<file path="config.mk">
export PLATFORM = sky130hd
export DESIGN_NAME = serial_comparator
export DESIGN_NICKNAME = d
export VERILOG_FILES = /design/src/rtl/serial_comparator_pkg.sv /design/src/rtl/serial_comparator.sv
export SDC_FILE = /design/constraint.sdc
export NUM_CORES = 1
export LEC_CHECK = 0
export CORE_MARGIN = 3
export CORE_UTILIZATION = 43
export CTS_BUF_LIST = sky130_fd_sc_hd__clkbuf_4 sky130_fd_sc_hd__clkbuf_8 sky130_fd_sc_hd__clkbuf_16
export DETAILED_ROUTE_END_ITERATION = 8
export PLACE_DENSITY = 0.7
export SYNTH_ARGS = -nofsm -noshare
export SYNTH_HDL_FRONTEND = slang
export SYNTH_SLANG_ARGS = --single-unit
</file>
<file path="constraint.sdc">
create_clock -name in_clk -period 1.1 [get_ports in_clk]
set_input_delay 0.275 -clock in_clk [delete_from_list [all_inputs] [get_ports in_clk]]
set_output_delay 0.275 -clock in_clk [all_outputs]
set_load 0.02 [all_outputs]
</file>
<file path="src/rtl/serial_comparator_pkg.sv">
// Shared types, result encodings and the per-beat decision for serial_comparator.
// SERIAL_COMPARATOR_SIGNED_EN selects two's-complement operands (sign beat inverted).
package serial_comparator_pkg;

   typedef enum logic [1:0] {IDLE, SHIFT, DONE} state_t;

   localparam logic [2:0] CMP_NONE = 3'b000;
   localparam logic [2:0] CMP_GT   = 3'b100;
   localparam logic [2:0] CMP_EQ   = 3'b010;
   localparam logic [2:0] CMP_LT   = 3'b001;

`ifdef SERIAL_COMPARATOR_SIGNED_EN
   localparam logic SIGNED_EN = 1'b1;
`else
   localparam logic SIGNED_EN = 1'b0;
`endif

   // The first differing bit decides; on a signed sign beat a set bit means the smaller value.
   function automatic logic [2:0] cmp_step(input logic [2:0] cur,
                                           input logic       decided,
                                           input logic       first,
                                           input logic       a,
                                           input logic       b);
      logic a_wins;
      a_wins = a ^ (first & SIGNED_EN);
      if (decided || (a == b))
         return cur;
      return a_wins ? CMP_GT : CMP_LT;
   endfunction

endpackage

</file>
<file path="src/rtl/serial_comparator.sv">
// Bit-serial MSB-first magnitude comparator producing one-hot {A>B, A==B, A<B}.
// Signed mode is enabled by SERIAL_COMPARATOR_SIGNED_EN (see serial_comparator_pkg).
module serial_comparator
   import serial_comparator_pkg::*;
#(
   parameter int unsigned WIDTH = 3
) (
   input  logic       in_clk,
   input  logic       in_rst_n,
   input  logic       in_start,
   input  logic       in_bit_valid,
   input  logic       in_bit_A,
   input  logic       in_bit_B,
   output logic       out_busy,
   output logic       out_done,
   output logic [2:0] out_C
);

   localparam int unsigned CW = $clog2(WIDTH + 1);
   localparam logic [CW-1:0] LAST = CW'(WIDTH - 1);

   state_t        state_q;
   logic [CW-1:0] cnt_q;
   logic          decided_q;
   logic [2:0]    res_q;
   logic [2:0]    res_d;
   logic          decided_d;
   logic [2:0]    out_C_q;
   logic          busy_q;
   logic          done_q;

   always_comb begin
      res_d     = cmp_step(res_q, decided_q, (cnt_q == '0), in_bit_A, in_bit_B);
      decided_d = decided_q | (in_bit_A ^ in_bit_B);
   end

   always_ff @(posedge in_clk or negedge in_rst_n) begin
      if (!in_rst_n) begin
         state_q   <= IDLE;
         cnt_q     <= '0;
         decided_q <= 1'b0;
         res_q     <= CMP_NONE;
         out_C_q   <= CMP_NONE;
         busy_q    <= 1'b0;
         done_q    <= 1'b0;
      end else begin
         case (state_q)
            IDLE: begin
               done_q <= 1'b0;
               if (in_start) begin
                  state_q   <= SHIFT;
                  busy_q    <= 1'b1;
                  cnt_q     <= '0;
                  decided_q <= 1'b0;
                  res_q     <= CMP_EQ;
               end
            end
            SHIFT: begin
               if (in_bit_valid) begin
                  res_q     <= res_d;
                  decided_q <= decided_d;
                  cnt_q     <= cnt_q + CW'(1);
                  // The last beat's decision goes straight to the output register.
                  if (cnt_q == LAST) begin
                     state_q <= DONE;
                     busy_q  <= 1'b0;
                     done_q  <= 1'b1;
                     out_C_q <= res_d;
                  end
               end
            end
            DONE: begin
               done_q  <= 1'b0;
               state_q <= IDLE;
            end
            default: state_q <= IDLE;
         endcase
      end
   end

   assign out_busy = busy_q;
   assign out_done = done_q;
   assign out_C    = out_C_q;

endmodule

</file>
# Word level (Yosys, flattened, before mapping)
# Cells that the tools add are included.
[totals]
register_bits = 13
out_inout_bits = 5
wordCells = 51
[op_classes]
addsub = 1
eq_ne = 7
n_mux = 24
n_bitwise = 2
reduce_logical = 10
[ops]
columns = ["cell", "count"]
rows = [
  ["2-to-1 mux 3 bit", 5],
  ["AND reduction 3 bit", 4],
  ["2-to-1 mux 2 bit", 5],
  ["2-to-1 mux 1 bit", 8],
  ["one-hot mux 2 bit (2 select lines)", 2],
  ["!= test 2 bit (second input constant)", 3],
  ["one-hot mux 1 bit (2 select lines)", 3],
  ["one-hot mux 3 bit (2 select lines)", 1],
  ["equality test 2 bit (second input constant)", 2],
  ["AND reduction 4 bit", 1],
  ["nonzero test 2 bit", 2],
  ["adder 2 x 1 -> 2 bit (second input constant)", 1],
  ["equality test 2 x 1 -> 1 bit (second input constant)", 1],
  ["zero test 2 bit", 1],
  ["OR reduction 2 bit", 1],
  ["equality test 1 bit", 1],
  ["logical OR 1 bit", 1],
  ["bitwise OR 1 bit", 1],
  ["bitwise XOR 1 bit", 1],
]

# Longest topological paths before layout
[depth]
depth_word = 6
ltp_mapped = 5
ltp_nobuf = 5

# Least setup slack after synthesis
# OpenSTA, ideal clock, no wires.
[synth_timing]
kind = "register -> register"
start = "register cnt_q[0]"
end = "register out_C_q[2], in the netlist out_C[2]"
setup_time_ns = 0.092
arrival_ns = 1.007
required_time_ns = 1.008
setup_slack_ns = 0.001
path_stages_with_launch = 5
n_path_buf = 0
period_less_slack_ns = 1.099
cell_sequence = "dfrtp_1 inv_1 ha_1 nand4b_4 o31ai_2"
[synth_via]
elab_chain_cells = 2
[synth_rtl]
columns = ["element", "line", "text"]
rows = [
  ["start: declaration", "serial_comparator.sv:23", "logic [CW-1:0] cnt_q;"],
  ["start signal: assignment", "serial_comparator.sv:62", "cnt_q <= cnt_q + CW'(1);"],
  ["equality test 2 bit", "serial_comparator.sv:64", "if (cnt_q == LAST) begin"],
  ["AND reduction 3 bit (no line)", "--", ""],
  ["end signal: assignment", "serial_comparator.sv:68", "out_C_q <= res_d;"],
  ["end: declaration", "serial_comparator.sv:28", "logic [2:0] out_C_q;"],
]
# No other way between the ends.
# A chain may end at the register's enable or synchronous reset.

# Worst setup path in the final report
[layout_timing]
start = "register cnt_q[0]"
end = "register busy_q, in the netlist out_busy"
[layout_via]
elab_chain_cells = 3
[layout_rtl]
columns = ["element", "line", "text"]
rows = [
  ["equality test 2 bit", "serial_comparator.sv:64", ""],
  ["!= test 2 bit (no line)", "--", ""],
  ["AND reduction 4 bit (no line)", "--", ""],
  ["end signal: assignment", "serial_comparator.sv:44", "busy_q <= 1'b0;"],
  ["end signal: assignment", "serial_comparator.sv:52", "busy_q <= 1'b1;"],
  ["end signal: assignment", "serial_comparator.sv:66", "busy_q <= 1'b0;"],
  ["end: declaration", "serial_comparator.sv:29", "logic busy_q;"],
]
# No other way between the ends.

==> out/results.txt <==
run status - finished with violations
violations in the final reports - setup timing
P per Cell Area - 2770 nW/µm²
TritonCTS clock tree - yes
antenna cell count - 0
syn avg cell area - 11.4 µm²
placed cells - 85
overall global routing resource usage - 15.1%
clk_lat worst skew - 0.28 ns
Rel. slew slack - 83.4%
initial antenna violation count - 0
startpoint-to-endpoint class of the critical path - reg2reg
number of distinct standard cells referenced by the synthesized netlist - 21
initial core utilization - 49.8%
drt pass-1 iters - 4
met2 Use GR - 24.2%
Post-Layout Cell Count - 97
leakage component of the power - 0.471 nW
final weighted congestion of routability-driven global placement - 0.730
most common cell after layout, fill and taps aside - sky130_fd_sc_hd__buf_4
max-slew violations - 0
Starting DRT DRC Count - 6
antenna-violating nets left - 0
Area growth, synth to finish - 54.8%
DRC violations left - 0
mapped cell area - 606 µm²
global routing usage on met1 - 18.4%
Reg clk slew, reported paths - 0.08 ns
setup skew after layout - 0.00264 ns
Final WS setup - -0.0318 ns
final-layout setup total negative slack - -0.0788 ns
setup-violating endpoint count in the final report - 5
hold_buf cts - 0
commonest cells after routing, fill and taps aside - 15 x sky130_fd_sc_hd__buf_4, 11 x sky130_fd_sc_hd__dfrtp_1, 9 x sky130_fd_sc_hd__nand2_1
Gate Count Post-Synth - 53
clock tree root buffer cell - sky130_fd_sc_hd__clkbuf_4
Post-Syn Nets - 60
vias post-DR - 511
count of state elements after synthesis - 13
half-perimeter wire length after detailed placement - 905 µm
number of input and output port buffers inserted - 10
number of global-route vias before repair - 460
horizontal extent of the die - 43.5 µm
peak supply drop - 1.86 mV
element type at the critical path end - flip-flop
global-route layer with the greatest usage - met2
height of the die - 43.5 µm
ratio of cells with drive above 1 in the final layout - 49.4%
global route total overflow - 0
Routed WL - 1.30 mm
worst-margin pin slew - 0.248 ns
Critical Path Fanout Max - 8
maximum count of clock buffers along a single path - 2
core box area - 1220 µm²
vias per cell - 5.27
worst hold margin - 0.286 ns
final hold violation count - 0
maximum number of pins on one net before global-route repair - 14
Final nets - 91
routed len/inst - 13.4 µm
met3 Resource Use GR - 5.81%
shortest period the worst path allows - 1.13 ns
peak clock frequency supported by timing - 0.884 GHz
worst min-delay path class - in2async
fillcell total - 72
Total Die Area - 1890 µm²
ratio of final minimum period to clock period - 103%
signal arrival time at the worst endpoint - 1.31 ns
Clock Sink Count - 13
Boundary Pins - 11
number of warnings reported in the yosys synthesis log - 0
standard-cell rows - 12
wire length of the first global-routing pass - 2.00 mm
number of buffers created by CTS - 3
setup repair after global routing missed its margin - true
Post-Place Worst Slack - -0.374 ns
maximum level of the CTS H-tree - 1
CP Data Required Time - 1.28 ns
type of element launching the critical path - flip-flop
max-cap viol count - 0
sequential element share of the synthesized area - 53.7%
-- logic make-up after synthesis --
group | count (synthesis) | synth area share [%]
fa+ha+maj | 1 | 2.07
mux | 1 | 1.65
xor+xnor | 1 | 1.45
flops | 13 | 53.7
buf+inv | 4 | 2.69
simple gates | 17 | 19.2
compound gates | 16 | 19.2
-- per-stage QoR --
| stage | instance area, µm² | power [mW] | util [%] |
|---|---|---|---|
| floorplan | 606 | 1.42 | - |
| global placement | 786 | 1.84 | 64.6 |
| detailed placement | 786 | 1.87 | 64.6 |
| CTS | 847 | 2.28 | 69.7 |
| global route | 937 | 2.77 | 77.1 |
| finish | 937 | 2.59 | 77.1 |
-- synthesized netlist by cell type, drive strengths merged --
master / instances / area share [%]
o21ai: 4 / 3.3
o21ba: 1 / 1.7
mux2i: 1 / 1.7
o22a: 1 / 1.4
o31ai: 1 / 2.1
o32ai: 1 / 1.4
nor2: 3 / 1.9
nand2b: 1 / 2.3
nor2b: 1 / 1.0
dfrtp: 13 / 54
nor3b: 1 / 1.2
xnor2: 1 / 1.4
nand4b: 1 / 3.9
nand3b: 1 / 3.3
a21oi: 3 / 2.5
a21o: 2 / 2.5
o2bb2ai: 3 / 4.3
buf: 1 / 0.83
nand2: 9 / 5.6
inv: 3 / 1.9
ha: 1 / 2.1
-- layout make-up --
cell class                 instances  area [µm²]  area share, %
multi-input combinational         36         305           32.6
tap                               14        17.5           1.87
clock inverter                     1        5.00          0.534
clock buffer                       3        22.5           2.40
inverter                           3        11.3           1.20
sequential                        13         328           35.0
timing repair buffer              27         248           26.4
-- worst max-delay path: stages, from the launching register on --
cell	delay, ns
sky130_fd_sc_hd__dfrtp_1	0.38
sky130_fd_sc_hd__inv_1	0.06
sky130_fd_sc_hd__ha_2	0.20
sky130_fd_sc_hd__nand4b_4	0.18
sky130_fd_sc_hd__a21o_1	0.22
-- report_power, final --
group	total [mW]	switching, mW	internal, mW
logic	1.39	0.573	0.814
clock network	0.298	0.163	0.135
registers	0.909	0.208	0.701
total	2.59	0.944	1.65
-- state kept, by name, summed over array words and instances (netlist names) --
name	count
cnt_q	2
out_done	1
decided_q	1
state_q	2
out_C	3
res_q	3
out_busy	1
-- metal layers --
layer	share of wire, %	vias up	routed length [µm]
met1	40	243	519
met5	0	-	0
met2	52	14	682
met4	1.3	0	17
li1	-	251	-
met3	6.4	3	83
-- final timing paths --
kind	from	end	slack [ns]	cells after the start
max	cnt_q[0]	out_busy	-0.03	4
min reg2reg	res_q[1]	res_q[1]	0.51	2
min	in_rst_n	out_busy	0.29	2
max in group asynchronous	in_rst_n	state_q[1]	0.64	2
min in group in_clk	in_bit_valid	state_q[0]	0.46	4
max reg2reg	cnt_q[0]	out_busy	-0.03	4
-- timing repair --
action | CTS | global route
buffers inserted | 3 | 5
pin swaps | 5 | 3
resized for setup | 33 | 14
endpoints found under the setup margin | 17 | 17
Power figures use the tool's default switching activity.
